===== src/rtl/pv_pkg.sv =====
// Shared constants and FSM encoding for the phase-vocoder frame scheduler.
package pv_pkg;

   localparam int          PV_NBINS       = 2048;
   localparam int          PV_ADDR_W      = 12;
   localparam logic [15:0] PV_UNITY_SCALE = 16'h0100;

   typedef enum logic [2:0] {
      ST_IDLE   = 3'd0,
      ST_CLEAR  = 3'd1,
      ST_LAUNCH = 3'd2,
      ST_BUSY   = 3'd3,
      ST_DRAIN  = 3'd4
   } pv_sched_state_t;

   // Statistics counters stick at all-ones rather than wrapping
   function automatic logic [15:0] pv_sat_inc16(input logic [15:0] v);
      return (v == 16'hFFFF) ? v : v + 16'd1;
   endfunction

endpackage


===== src/rtl/pv_buf_clearer.sv =====
// Address sweeper that zero-fills the synth scratch buffers, one address per cycle.
module pv_buf_clearer
   import pv_pkg::*;
#(
   parameter int NBINS  = PV_NBINS,
   parameter int ADDR_W = PV_ADDR_W
)(
   input  logic              clk,
   input  logic              reset_n,
   input  logic              start,
   output logic              done,
   output logic [ADDR_W-1:0] clr_wraddr,
   output logic              clr_wren
);

   localparam logic [ADDR_W-1:0] LAST = ADDR_W'(NBINS - 1);

   // High during the write to the last address
   assign done = clr_wren && (clr_wraddr == LAST);

   always_ff @(posedge clk) begin
      if (!reset_n) begin
         clr_wren   <= 1'b0;
         clr_wraddr <= '0;
      end else if (clr_wren) begin
         if (done) begin
            clr_wren   <= 1'b0;
            clr_wraddr <= '0;
         end else begin
            clr_wraddr <= clr_wraddr + 1'b1;
         end
      end else if (start) begin
         clr_wren   <= 1'b1;
         clr_wraddr <= '0;
      end
   end

endmodule


===== src/rtl/pv_frame_scheduler.sv =====
// Frame sequencer: clear scratch -> launch scaler -> hand off to polar_to_cart.
// Define PV_SCHED_STATS_EN to add saturating frames_done / frames_dropped counters.
module pv_frame_scheduler
   import pv_pkg::*;
#(
   parameter int                NBINS         = PV_NBINS,
   parameter int                ADDR_W        = PV_ADDR_W,
   parameter int                DATA_W        = 16,
   parameter logic [DATA_W-1:0] DEFAULT_SCALE = DATA_W'(PV_UNITY_SCALE)
)(
   input  logic              clk,
   input  logic              reset_n,
   input  logic              frame_valid,
   input  logic              frame_window,
   input  logic [DATA_W-1:0] scale_amt_in,
   output logic              scaler_go,
   output logic              scaler_window,
   output logic [DATA_W-1:0] scale_amt,
   input  logic              scaler_done,
   input  logic              p2c_ready,
   output logic              p2c_go,
   output logic              p2c_window,
   output logic [ADDR_W-1:0] clr_wraddr,
   output logic              clr_wren,
   output logic              busy,
   output logic              overrun,
   output logic              spurious_done
`ifdef PV_SCHED_STATS_EN
   ,
   output logic [15:0]       frames_done_cnt,
   output logic [15:0]       frames_dropped_cnt
`endif
);

   pv_sched_state_t state, state_nxt;
   logic cur_win, pend_win, pending;
   logic clr_start, clr_done, drop, p2c_fire;

   assign clr_start = (state == ST_IDLE) && (frame_valid || pending);
   assign drop      = (state != ST_IDLE) && frame_valid && pending;
   // DRAIN is also the one-cycle p2c_go slot; leave once the pulse is out
   assign p2c_fire  = ((state == ST_BUSY) && scaler_done && p2c_ready) ||
                      ((state == ST_DRAIN) && !p2c_go && p2c_ready);

   pv_buf_clearer #(.NBINS(NBINS), .ADDR_W(ADDR_W)) u_clr (
      .clk       (clk),
      .reset_n   (reset_n),
      .start     (clr_start),
      .done      (clr_done),
      .clr_wraddr(clr_wraddr),
      .clr_wren  (clr_wren)
   );

   always_comb begin
      state_nxt = state;
      unique case (state)
         ST_IDLE:   if (clr_start)   state_nxt = ST_CLEAR;
         ST_CLEAR:  if (clr_done)    state_nxt = ST_LAUNCH;
         ST_LAUNCH:                  state_nxt = ST_BUSY;
         ST_BUSY:   if (scaler_done) state_nxt = ST_DRAIN;
         ST_DRAIN:  if (p2c_go)      state_nxt = ST_IDLE;
         default:                    state_nxt = ST_IDLE;
      endcase
   end

   always_ff @(posedge clk) begin
      if (!reset_n) begin
         state         <= ST_IDLE;
         busy          <= 1'b0;
         cur_win       <= 1'b0;
         pend_win      <= 1'b0;
         pending       <= 1'b0;
         scaler_go     <= 1'b0;
         scaler_window <= 1'b0;
         scale_amt     <= DEFAULT_SCALE;
         p2c_go        <= 1'b0;
         p2c_window    <= 1'b0;
         overrun       <= 1'b0;
         spurious_done <= 1'b0;
      end else begin
         state     <= state_nxt;
         busy      <= (state_nxt != ST_IDLE);
         scaler_go <= (state == ST_CLEAR) && clr_done;
         p2c_go    <= p2c_fire;

         if (state == ST_IDLE) begin
            // Pending frame wins; a same-cycle new frame refills the slot
            if (pending) begin
               cur_win <= pend_win;
               pending <= frame_valid;
               if (frame_valid) pend_win <= frame_window;
            end else if (frame_valid) begin
               cur_win <= frame_window;
            end
            if (clr_start)
               scale_amt <= (scale_amt_in == '0) ? DEFAULT_SCALE : scale_amt_in;
         end else if (frame_valid && !pending) begin
            pending  <= 1'b1;
            pend_win <= frame_window;
         end

         if (drop) overrun <= 1'b1;
         if ((state == ST_CLEAR) && clr_done) scaler_window <= cur_win;
         if (p2c_fire) p2c_window <= cur_win;
         if (scaler_done && (state != ST_BUSY)) spurious_done <= 1'b1;
      end
   end

`ifdef PV_SCHED_STATS_EN
   always_ff @(posedge clk) begin
      if (!reset_n) begin
         frames_done_cnt    <= '0;
         frames_dropped_cnt <= '0;
      end else begin
         if (p2c_go) frames_done_cnt    <= pv_sat_inc16(frames_done_cnt);
         if (drop)   frames_dropped_cnt <= pv_sat_inc16(frames_dropped_cnt);
      end
   end
`endif

endmodule


===== config.mk =====
export PLATFORM = sky130hd
export DESIGN_NAME = pv_frame_scheduler
export DESIGN_NICKNAME = d
export VERILOG_FILES = /design/src/rtl/pv_pkg.sv /design/src/rtl/pv_buf_clearer.sv /design/src/rtl/pv_frame_scheduler.sv
export SDC_FILE = /design/constraint.sdc
export NUM_CORES = 1
export LEC_CHECK = 0
export CORE_MARGIN = 1
export CORE_UTILIZATION = 40
export DETAILED_ROUTE_END_ITERATION = 12
export DONT_BUFFER_PORTS = 1
export PLACE_DENSITY = 0.6
export SLEW_MARGIN = 5
export SYNTH_ARGS = -nofsm -noshare
export SYNTH_HDL_FRONTEND = slang
export SYNTH_HIERARCHICAL = 1
export SYNTH_SLANG_ARGS = --single-unit

===== constraint.sdc =====
create_clock -name clk -period 2.35 [get_ports clk]
set_clock_uncertainty 0.1 [all_clocks]
set_input_delay 0.47 -clock clk [delete_from_list [all_inputs] [get_ports clk]]
set_output_delay 0.47 -clock clk [all_outputs]
set_load 0.1 [all_outputs]

==> flow_summary.ini, run 1 <==
[layout]
finalNetCount = 270
final_area_um2 = 2191
flip_flop_and_latch_area_um2 = 855.8
multi_input_area_um2 = 887.1
area_growth_pct = 21.26
n_antenna_cell = 0
layout.cells.most_common_list = sky130_fd_sc_hd__nand2_1 (45), sky130_fd_sc_hd__buf_4 (38), sky130_fd_sc_hd__dfxtp_1 (30)
layout.filler_cells = 426
final_layout_size_suffix_gt1_share_pct = 25.91
most_common_library_cell_in_the_layout_ignoring_fill_and_taps = sky130_fd_sc_hd__nand2_1
instances_no_fill = 299

[critical_path]
worst_r2r_path_depth = 7
endpoint = u_clr/clr_wraddr[9]$_SDFFE_PN0P_
critical_path_arrival_ns = 2.12
cp-end-kind = flop
rr_startpoint = state[1]$_SDFF_PN0_
required_time_of_the_critical_path_ns = 2.48
crit_path_max_fanout = 19
setup.worst_path.start = state[1]$_SDFF_PN0_
crit-reg2reg-capture = u_clr/clr_wraddr[9]$_SDFFE_PN0P_
reg2reg_slack_ns = 0.36
start_kind = flop
criticalPathCategory = flop to flop

[floorplan]
floorplan.die.width_um = 69.21
fp.coreArea_um2 = 4354
start_util_pct = 41.49
vertical_die_dimension_um = 69.21
ioPinCount = 58
die_footprint_um2 = 4789
core.rowCount = 24

[cts]
insertion_delay_ns = 0.29
postCtsHoldBufs = 0
tritoncts = done
maximum_root_to_sink_buffer_count = 2
clk_pin_slew_ns = 0.07
post_cts_resized = 0
cts-buffers-inserted = 5
cts-htree-levels = 2
clock-root-buffer = sky130_fd_sc_hd__clkbuf_8
total_number_of_clock_tree_sinks = 42
post-cts-setup-buffer-count = 0

[pwr]
powerDensity_nw_per_um2 = 705.7
vdd_ir_drop_max_mv = 0.4739
power_leakage_nw = 0.8836

[timing]
timing_worst_slew_pin_value_ns = 0.6458
finalCritPeriodShare_pct = 84.68
final-max-slew-violation-count = 0
final_hold_viol_count = 0
layout_min_cycle_time_ns = 1.990
report.final.setup_viol = 0
hold-worst-slack_ns = 0.1687
timing.max_slew.rel_slack_pct = 56.79
clock.fmax_mhz = 502.5
setup_tns_ns = 0
setup_repair_after_global_routing_missed_its_margin = false

[detailed_routing]
drt_drc_violations_left = 0
first_pass_detailed_route_iteration_total = 4
number_of_drc_markers_after_the_initial_detailed_route_iteration = 107
routed_via_density = 5.425
routed_wire_length_mm = 4.131
final_antenna_net_count = 0
route.vias.total = 1622
avgRoutedWirePerCell_um = 13.82

[placed_design]
place_congestion = 0.7853
dpl_cell_area_um2 = 2115
place.detailed.hpwl_mm = 3.005
io_buffers = 0
place.detailed.instances = 292

[synth]
post_synthesis_instance_area_um2 = 1807
synth_top_flop_cell = sky130_fd_sc_hd__dfxtp_1
synthesis_stage_register_bit_count = 42
ffs_w_async_s_r_synth_pct = 0
postSynthAreaPerCell_um2 = 8.563
post_synth_inst_count = 211
synth_sequential_area_ratio_pct = 46.54
synth.lib_cells_used.distinct = 46
synth_enable_flop_cells = 0
ys_warn_count = 6
postSynthNetCount = 234

[run]
drv.max_cap_violation_count = 0

[grt]
overflow = 0
grt_pass1_vias = 1514
antenna_violations_before_repair = 0
grt_first_pass_wirelength_mm = 7.265
globalRouteTotalUtil_pct = 18.74
largest_net_degree_at_the_start_of_global_routing = 23

[worst_hold_path]
worstHoldPathType = input pin to flop
whs_path_depth = 1

[run_status]
status = finished clean
[through the flow]
step	power, mW	util [%]	setup slack, ns
floorplan	1.080	-	0.1319
global placement	1.138	48.56	0.4094
detailed placement	1.142	48.56	0.3734
CTS	1.564	50.32	0.3605
global route	1.626	50.32	0.1244
finish	1.546	50.32	0.3600
[cell families after synthesis]
| kind of cell | synth area share, % |
|---|---|
| AND/OR/NAND/NOR | 26.04 |
| AO/OA/AOI/OAI | 19.25 |
| flip-flops | 46.54 |
| buffers and inverters | 4.363 |
| XOR/XNOR | 1.455 |
| multiplexers | 1.662 |
| adder cells (fa/ha/maj) | 0.6924 |
[layout make-up]
cell class | count | share of cell area (%)
timing repair buffer | 38 | 13.02
multi-input combinational | 155 | 40.49
clock buffer | 7 | 3.484
tap | 52 | 2.970
inverter | 5 | 0.9709
sequential | 42 | 39.06
[flip-flops by register name (all words and copies together) (netlist names)]
name / count
scale_amt: 16
u_clr/clr_wraddr: 12
state: 3
busy: 1
cur_win: 1
overrun: 1
p2c_go: 1
p2c_window: 1
pend_win: 1
pending: 1
scaler_go: 1
scaler_window: 1
spurious_done: 1
u_clr/clr_wren: 1
[how the worst min path moves through the flow]
stage / from / to / slack (ns)
finish: reset_n / scale_amt[8]$_SDFFE_PN1P_ / 0.17
global route: reset_n / scale_amt[8]$_SDFFE_PN1P_ / 0.16
CTS: reset_n / scale_amt[8]$_SDFFE_PN1P_ / 0.16
detailed placement: scale_amt[12]$_SDFFE_PN0P_ / scale_amt[12]$_SDFFE_PN0P_ / 0.35
global placement: scale_amt[12]$_SDFFE_PN0P_ / scale_amt[12]$_SDFFE_PN0P_ / 0.34
floorplan: cur_win$_SDFFE_PN0P_ / p2c_window$_SDFFE_PN0P_ / 0.35
[critical path: stages, from the launching register on]
cell and delay, ns:
sky130_fd_sc_hd__dfxtp_1 0.49, sky130_fd_sc_hd__nor3_2 0.12, sky130_fd_sc_hd__o21ai_4 0.09, sky130_fd_sc_hd__inv_4 0.11, sky130_fd_sc_hd__nor2_1 0.51, sky130_fd_sc_hd__nand2_1 0.24, sky130_fd_sc_hd__o31ai_1 0.11, sky130_fd_sc_hd__a22o_1 0.15
[cells in the mapped netlist (2+ instances only)]
| master | number | area (um^2) |
|---|---|---|
| sky130_fd_sc_hd__nor2b_1 | 2 | 12.51 |
| sky130_fd_sc_hd__inv_1 | 4 | 15.01 |
| sky130_fd_sc_hd__a21oi_1 | 22 | 110.1 |
| sky130_fd_sc_hd__xnor2_1 | 3 | 26.28 |
| sky130_fd_sc_hd__a41o_1 | 2 | 20.02 |
| sky130_fd_sc_hd__clkbuf_1 | 5 | 18.77 |
| sky130_fd_sc_hd__dfxtp_1 | 42 | 840.8 |
| sky130_fd_sc_hd__a32o_1 | 2 | 20.02 |
| sky130_fd_sc_hd__nand2_1 | 45 | 168.9 |
| sky130_fd_sc_hd__buf_6 | 3 | 33.78 |
| sky130_fd_sc_hd__o31ai_1 | 3 | 22.52 |
| sky130_fd_sc_hd__nand3b_1 | 4 | 30.03 |
| sky130_fd_sc_hd__o21ai_0 | 9 | 45.04 |
| sky130_fd_sc_hd__nor3_1 | 4 | 20.02 |
| sky130_fd_sc_hd__mux2i_1 | 3 | 30.03 |
| sky130_fd_sc_hd__nand3_1 | 6 | 30.03 |
| sky130_fd_sc_hd__a31oi_1 | 6 | 37.54 |
| sky130_fd_sc_hd__nor4_1 | 6 | 37.54 |
| sky130_fd_sc_hd__nor2_1 | 13 | 48.80 |
[routing by layer]
metal	GRT usage, %	wire, um
met3	6.105	268
met4	7.710	75
met5	0	0
met2	27.83	1832
met1	25.02	1955
[power by group]
| group | internal [mW] | switching [mW] | leakage, nW | total (mW) |
|---|---|---|---|---|
| sequential | 0.745 | 0.0162 | 0.349 | 0.761 |
| combinational | 0.0760 | 0.287 | 0.497 | 0.363 |
| clock | 0.204 | 0.218 | 0.0383 | 0.422 |
Power figures use the tool's default switching activity.
==> run 2: changes to the inputs <==
Settings changed: PLACE_DENSITY 0.6 to 0.62.
Clock period 2.35 ns to 1.8 ns, I/O delays scaled along.
==> run 2 against run 1 <==
Against the previous run: final cell count grew 3.0%; combinational power grew 37%; cell area grew 8.5%; sequential share of layout area shrank 1.6 points.
==> flow_summary.ini, run 2 (same netlist as run 1, synthesis figures left out) <==
[grt]
grt_first_pass_wirelength_mm = 7.265
grt_pass1_vias = 1604
overflow = 0
antenna_violations_before_repair = 0
largest_net_degree_at_the_start_of_global_routing = 22
globalRouteTotalUtil_pct = 18.78

[cts]
postCtsHoldBufs = 0
cts-htree-levels = 2
post-cts-setup-buffer-count = 0
cts-buffers-inserted = 5
total_number_of_clock_tree_sinks = 42
tritoncts = done
clk_pin_slew_ns = 0.09
clock-root-buffer = sky130_fd_sc_hd__clkbuf_8
post_cts_resized = 0
insertion_delay_ns = 0.30
maximum_root_to_sink_buffer_count = 2

[timing]
setup_tns_ns = 0
hold-worst-slack_ns = 0.04616
timing.max_slew.rel_slack_pct = 76.61
finalCritPeriodShare_pct = 96.81
timing_worst_slew_pin_value_ns = 0.3476
report.final.setup_viol = 0
layout_min_cycle_time_ns = 1.742
final-max-slew-violation-count = 0
final_hold_viol_count = 0
clock.fmax_mhz = 573.9
postLayoutSetupSlackWorst_ns = 0.05751

[pwr]
finalPower_mw = 2.097
power_leakage_nw = 0.9628
vdd_ir_drop_max_mv = 0.5386
powerDensity_nw_per_um2 = 882.4

[floorplan]
start_util_pct = 41.49
fp.coreArea_um2 = 4354
die_footprint_um2 = 4789
vertical_die_dimension_um = 69.21
ioPinCount = 58
floorplan.die.width_um = 69.21
core.rowCount = 24

[critical_path]
criticalPathCategory = flop to flop
required_time_of_the_critical_path_ns = 1.95
cp-end-kind = flop
crit_path_max_fanout = 6
start_kind = flop
critical_path_arrival_ns = 1.89

[worst_hold_path]
worstHoldPathType = input pin to flop

[placed_design]
dpl_cell_area_um2 = 2258
placement.setup.worst_slack_ns = 0.03532
place.detailed.instances = 300
place.detailed.hpwl_mm = 3.139
io_buffers = 0
place_congestion = 0.8120

[layout]
layout.filler_cells = 399
multi_input_area_um2 = 964.7
most_common_library_cell_in_the_layout_ignoring_fill_and_taps = sky130_fd_sc_hd__buf_4
area_growth_pct = 31.51
n_antenna_cell = 0
largest_reg_flops = 16
final_layout_size_suffix_gt1_share_pct = 33.20
final_area_um2 = 2376
final_core_util_pct = 54.57
instances_no_fill = 308
flip_flop_and_latch_area_um2 = 890.9
layout.cells.most_common_list = sky130_fd_sc_hd__buf_4 (46), sky130_fd_sc_hd__nand2_1 (45), sky130_fd_sc_hd__dfxtp_1 (28)
top_flop_regs = scale_amt: 16 flops, u_clr/clr_wraddr: 12 flops, state: 3 flops
finalNetCount = 278
largest_register = scale_amt

[detailed_routing]
drt_drc_violations_left = 0
final_antenna_net_count = 0
route.vias.total = 1683
number_of_drc_markers_after_the_initial_detailed_route_iteration = 93
first_pass_detailed_route_iteration_total = 4
routed_wire_length_mm = 4.354
routed_via_density = 5.464
avgRoutedWirePerCell_um = 14.14

[run_status]
status = finished clean

[run]
drv.max_cap_violation_count = 0
[run 2: layout make-up]
cell class	count	area share, %
Inverter	5	0.8952
Clock inverter	3	0.8425
Sequential cell	42	37.49
Multi-Input combinational cell	155	40.60
Timing Repair Buffer	46	14.53
Clock buffer	5	2.896
Tap cell	52	2.738
[run 2: path summary, 6_finish.rpt]
kind                          endpoint  depth (start not counted)  slack (ns)                             start
min reg2reg  scale_amt[6]$_SDFFE_PN0P_                          2        0.36         scale_amt[6]$_SDFFE_PN0P_
max reg2reg            busy$_SDFF_PN0_                          6        0.06  u_clr/clr_wraddr[1]$_SDFFE_PN0P_
max                    busy$_SDFF_PN0_                          6        0.06  u_clr/clr_wraddr[1]$_SDFFE_PN0P_
min          scale_amt[8]$_SDFFE_PN1P_                          1        0.05                           reset_n
[run 2: power breakdown]
part / switching, mW / leakage [nW] / total [mW] / internal (mW)
clock network: 0.344 / 0.0484 / 0.617 / 0.274
registers: 0.0248 / 0.354 / 0.980 / 0.955
logic: 0.382 / 0.561 / 0.499 / 0.118
[run 2: worst max-delay path, cell delays in order (launching register included)]
cell and delay, ns:
sky130_fd_sc_hd__dfxtp_4 0.36, sky130_fd_sc_hd__ha_4 0.17, sky130_fd_sc_hd__nand3_4 0.13, sky130_fd_sc_hd__nor4_4 0.06
sky130_fd_sc_hd__or4b_1 0.48, sky130_fd_sc_hd__a31oi_1 0.26, sky130_fd_sc_hd__or3_1 0.14
[run 2: routing by layer]
layer	wire length, um	global-route usage (%)	share of wire (%)
met2	1980	28.91	45
met4	57	6.122	1.3
met1	1993	24.79	46
met3	323	6.250	7.4
met5	0	0	0
==> run 3: changes to the inputs <==
Settings changed: CTS_BUF_LIST set to sky130_fd_sc_hd__clkbuf_16.
==> run 3 against run 2 <==
Against the previous run: worst setup slack improved by 0.019 ns; largest cell class unchanged; register-to-register slack improved by 0.02 ns; wire length is 0.92% higher; global-route usage is 0.15 points higher; clock-buffer cell count did not move; sequential share of layout area fell by 0.72 points; core utilization up 1.1 points; sequential cell count unchanged; combinational power is essentially flat; highest routed layer unchanged; die area is the same; first-iteration DRC count fell by 15%.
==> flow_summary.ini, run 3 (same netlist as run 1, synthesis figures left out) <==
[placed_design]
place.detailed.instances = 300
place_congestion = 0.8120
dpl_cell_area_um2 = 2258
place.detailed.hpwl_mm = 3.139
placement.setup.worst_slack_ns = 0.03532
io_buffers = 0

[cts]
post_cts_resized = 0
clock-root-buffer = sky130_fd_sc_hd__clkbuf_16
cts-htree-levels = 2
total_number_of_clock_tree_sinks = 42
clk_pin_slew_ns = 0.06
insertion_delay_ns = 0.28
cts-buffers-inserted = 5
post-cts-setup-buffer-count = 0
tritoncts = done
postCtsHoldBufs = 0
maximum_root_to_sink_buffer_count = 2

[pwr]
internal_power_mw = 1.587
powerDensity_nw_per_um2 = 979.6
clkPwrFrac_pct = 37.6
seq_power_share_pct = 41.3
netSwitchingPower_mw = 0.7858
vdd_ir_drop_max_mv = 0.5507
power_leakage_nw = 0.9784
power_frac_comb_pct = 21.0
sw_ratio_pct = 33.11

[grt]
largest_net_degree_at_the_start_of_global_routing = 22
antenna_violations_before_repair = 0
grt_pass1_vias = 1613
grt_first_pass_wirelength_mm = 7.300
globalRouteTotalUtil_pct = 18.93
overflow = 0

[timing]
timing.max_slew.rel_slack_pct = 76.90
setup_tns_ns = 0
report.final.setup_viol = 0
clock.fmax_mhz = 580.3
postLayoutSetupSlackWorst_ns = 0.07681
final-max-slew-violation-count = 0
timing_worst_slew_pin_value_ns = 0.3433
finalCritPeriodShare_pct = 95.73
layout_min_cycle_time_ns = 1.723
final_hold_viol_count = 0

[run_status]
status = finished clean

[floorplan]
floorplan.die.width_um = 69.21
ioPinCount = 58
core.rowCount = 24
start_util_pct = 41.49
fp.coreArea_um2 = 4354
vertical_die_dimension_um = 69.21
die_footprint_um2 = 4789

[detailed_routing]
avgRoutedWirePerCell_um = 14.27
route.vias.total = 1665
drt_drc_violations_left = 0
number_of_drc_markers_after_the_initial_detailed_route_iteration = 79
final_antenna_net_count = 0
routed_via_density = 5.406
first_pass_detailed_route_iteration_total = 4
routed_wire_length_mm = 4.394

[worst_hold_path]
worstHoldPathType = input pin to flop
whs_path_depth = 1

[critical_path]
start_kind = flop
cp-end-kind = flop
worst_r2r_path_depth = 5
critical_path_arrival_ns = 1.79
criticalPathCategory = flop to flop
required_time_of_the_critical_path_ns = 1.87
crit_path_max_fanout = 3

[layout]
top_flop_regs = scale_amt: 16 flops, u_clr/clr_wraddr: 12 flops, state: 3 flops
area_growth_pct = 34.07
layout.cells.most_common_list = sky130_fd_sc_hd__buf_4 (46), sky130_fd_sc_hd__nand2_1 (45), sky130_fd_sc_hd__dfxtp_1 (28)
final_core_util_pct = 55.63
largest_reg_flops = 16
most_common_library_cell_in_the_layout_ignoring_fill_and_taps = sky130_fd_sc_hd__buf_4
n_antenna_cell = 0
largest_register = scale_amt
final_area_um2 = 2422
instances_no_fill = 308
final_layout_size_suffix_gt1_share_pct = 33.20
finalNetCount = 278

[run]
drv.max_cap_violation_count = 0
-- run 3: cell count changes in the layout (fill, tap and decap cells not counted) --
| cell | delta |
|---|---|
| sky130_fd_sc_hd__clkbuf_16 | +5 |
| sky130_fd_sc_hd__clkbuf_8 | -5 |
| sky130_fd_sc_hd__o311a_2 | +1 |
| sky130_fd_sc_hd__o311a_4 | -1 |
-- run 3: worst paths after layout --
| check | start | end | slack (ns) |
|---|---|---|---|
| max | u_clr/clr_wraddr[11]$_SDFFE_PN0P_ | busy$_SDFF_PN0_ | 0.08 |
| min | reset_n | scale_amt[8]$_SDFFE_PN1P_ | 0.06 |
| max reg2reg | u_clr/clr_wraddr[11]$_SDFFE_PN0P_ | busy$_SDFF_PN0_ | 0.08 |
| min reg2reg | scale_amt[6]$_SDFFE_PN0P_ | scale_amt[6]$_SDFFE_PN0P_ | 0.36 |
-- run 3: stage by stage --
| step | total power, mW | hold slack [ns] |
|---|---|---|
| floorplan | 1.398 | 0.3478 |
| global placement | 1.495 | 0.3398 |
| detailed placement | 1.499 | 0.3484 |
| CTS | 2.395 | 0.04999 |
| global route | 2.457 | 0.04577 |
| finish | 2.373 | 0.05578 |
-- run 3: critical path: stages, from the launching register on --
cell and delay, ns:
sky130_fd_sc_hd__dfxtp_4 0.33, sky130_fd_sc_hd__nand4b_1 0.24, sky130_fd_sc_hd__nor4_4 0.35, sky130_fd_sc_hd__or4b_1 0.17
sky130_fd_sc_hd__a31oi_1 0.11, sky130_fd_sc_hd__or3_1 0.31
-- run 3: power groups by stage --
stage	sequential, mW	clock, mW	combinational (mW)
after floorplan	1.26	0	0.139
after global placement	1.00	0	0.495
after global routing	0.986	0.944	0.526
final	0.981	0.893	0.498
after detailed placement	1.00	0	0.498
after CTS	0.981	0.916	0.498
-- run 3: cell type report --
| class | instances | area, um^2 |
|---|---|---|
| Tap cell | 52 | 65.06 |
| Clock buffer | 5 | 125.1 |
| Inverter | 5 | 21.27 |
| Sequential cell | 42 | 890.9 |
| Clock inverter | 3 | 20.02 |
| Multi-Input combinational cell | 155 | 954.7 |
| Fill cell | 396 | 1932 |
| Timing Repair Buffer | 46 | 345.3 |
-- run 3: routing by layer --
layer	routed length, um	share of wire (%)	track usage [%]
met5	0	0	0
met2	2058	47	29.23
met4	46	1.0	8.163
met3	350	8.0	5.378
met1	1938	44	24.68
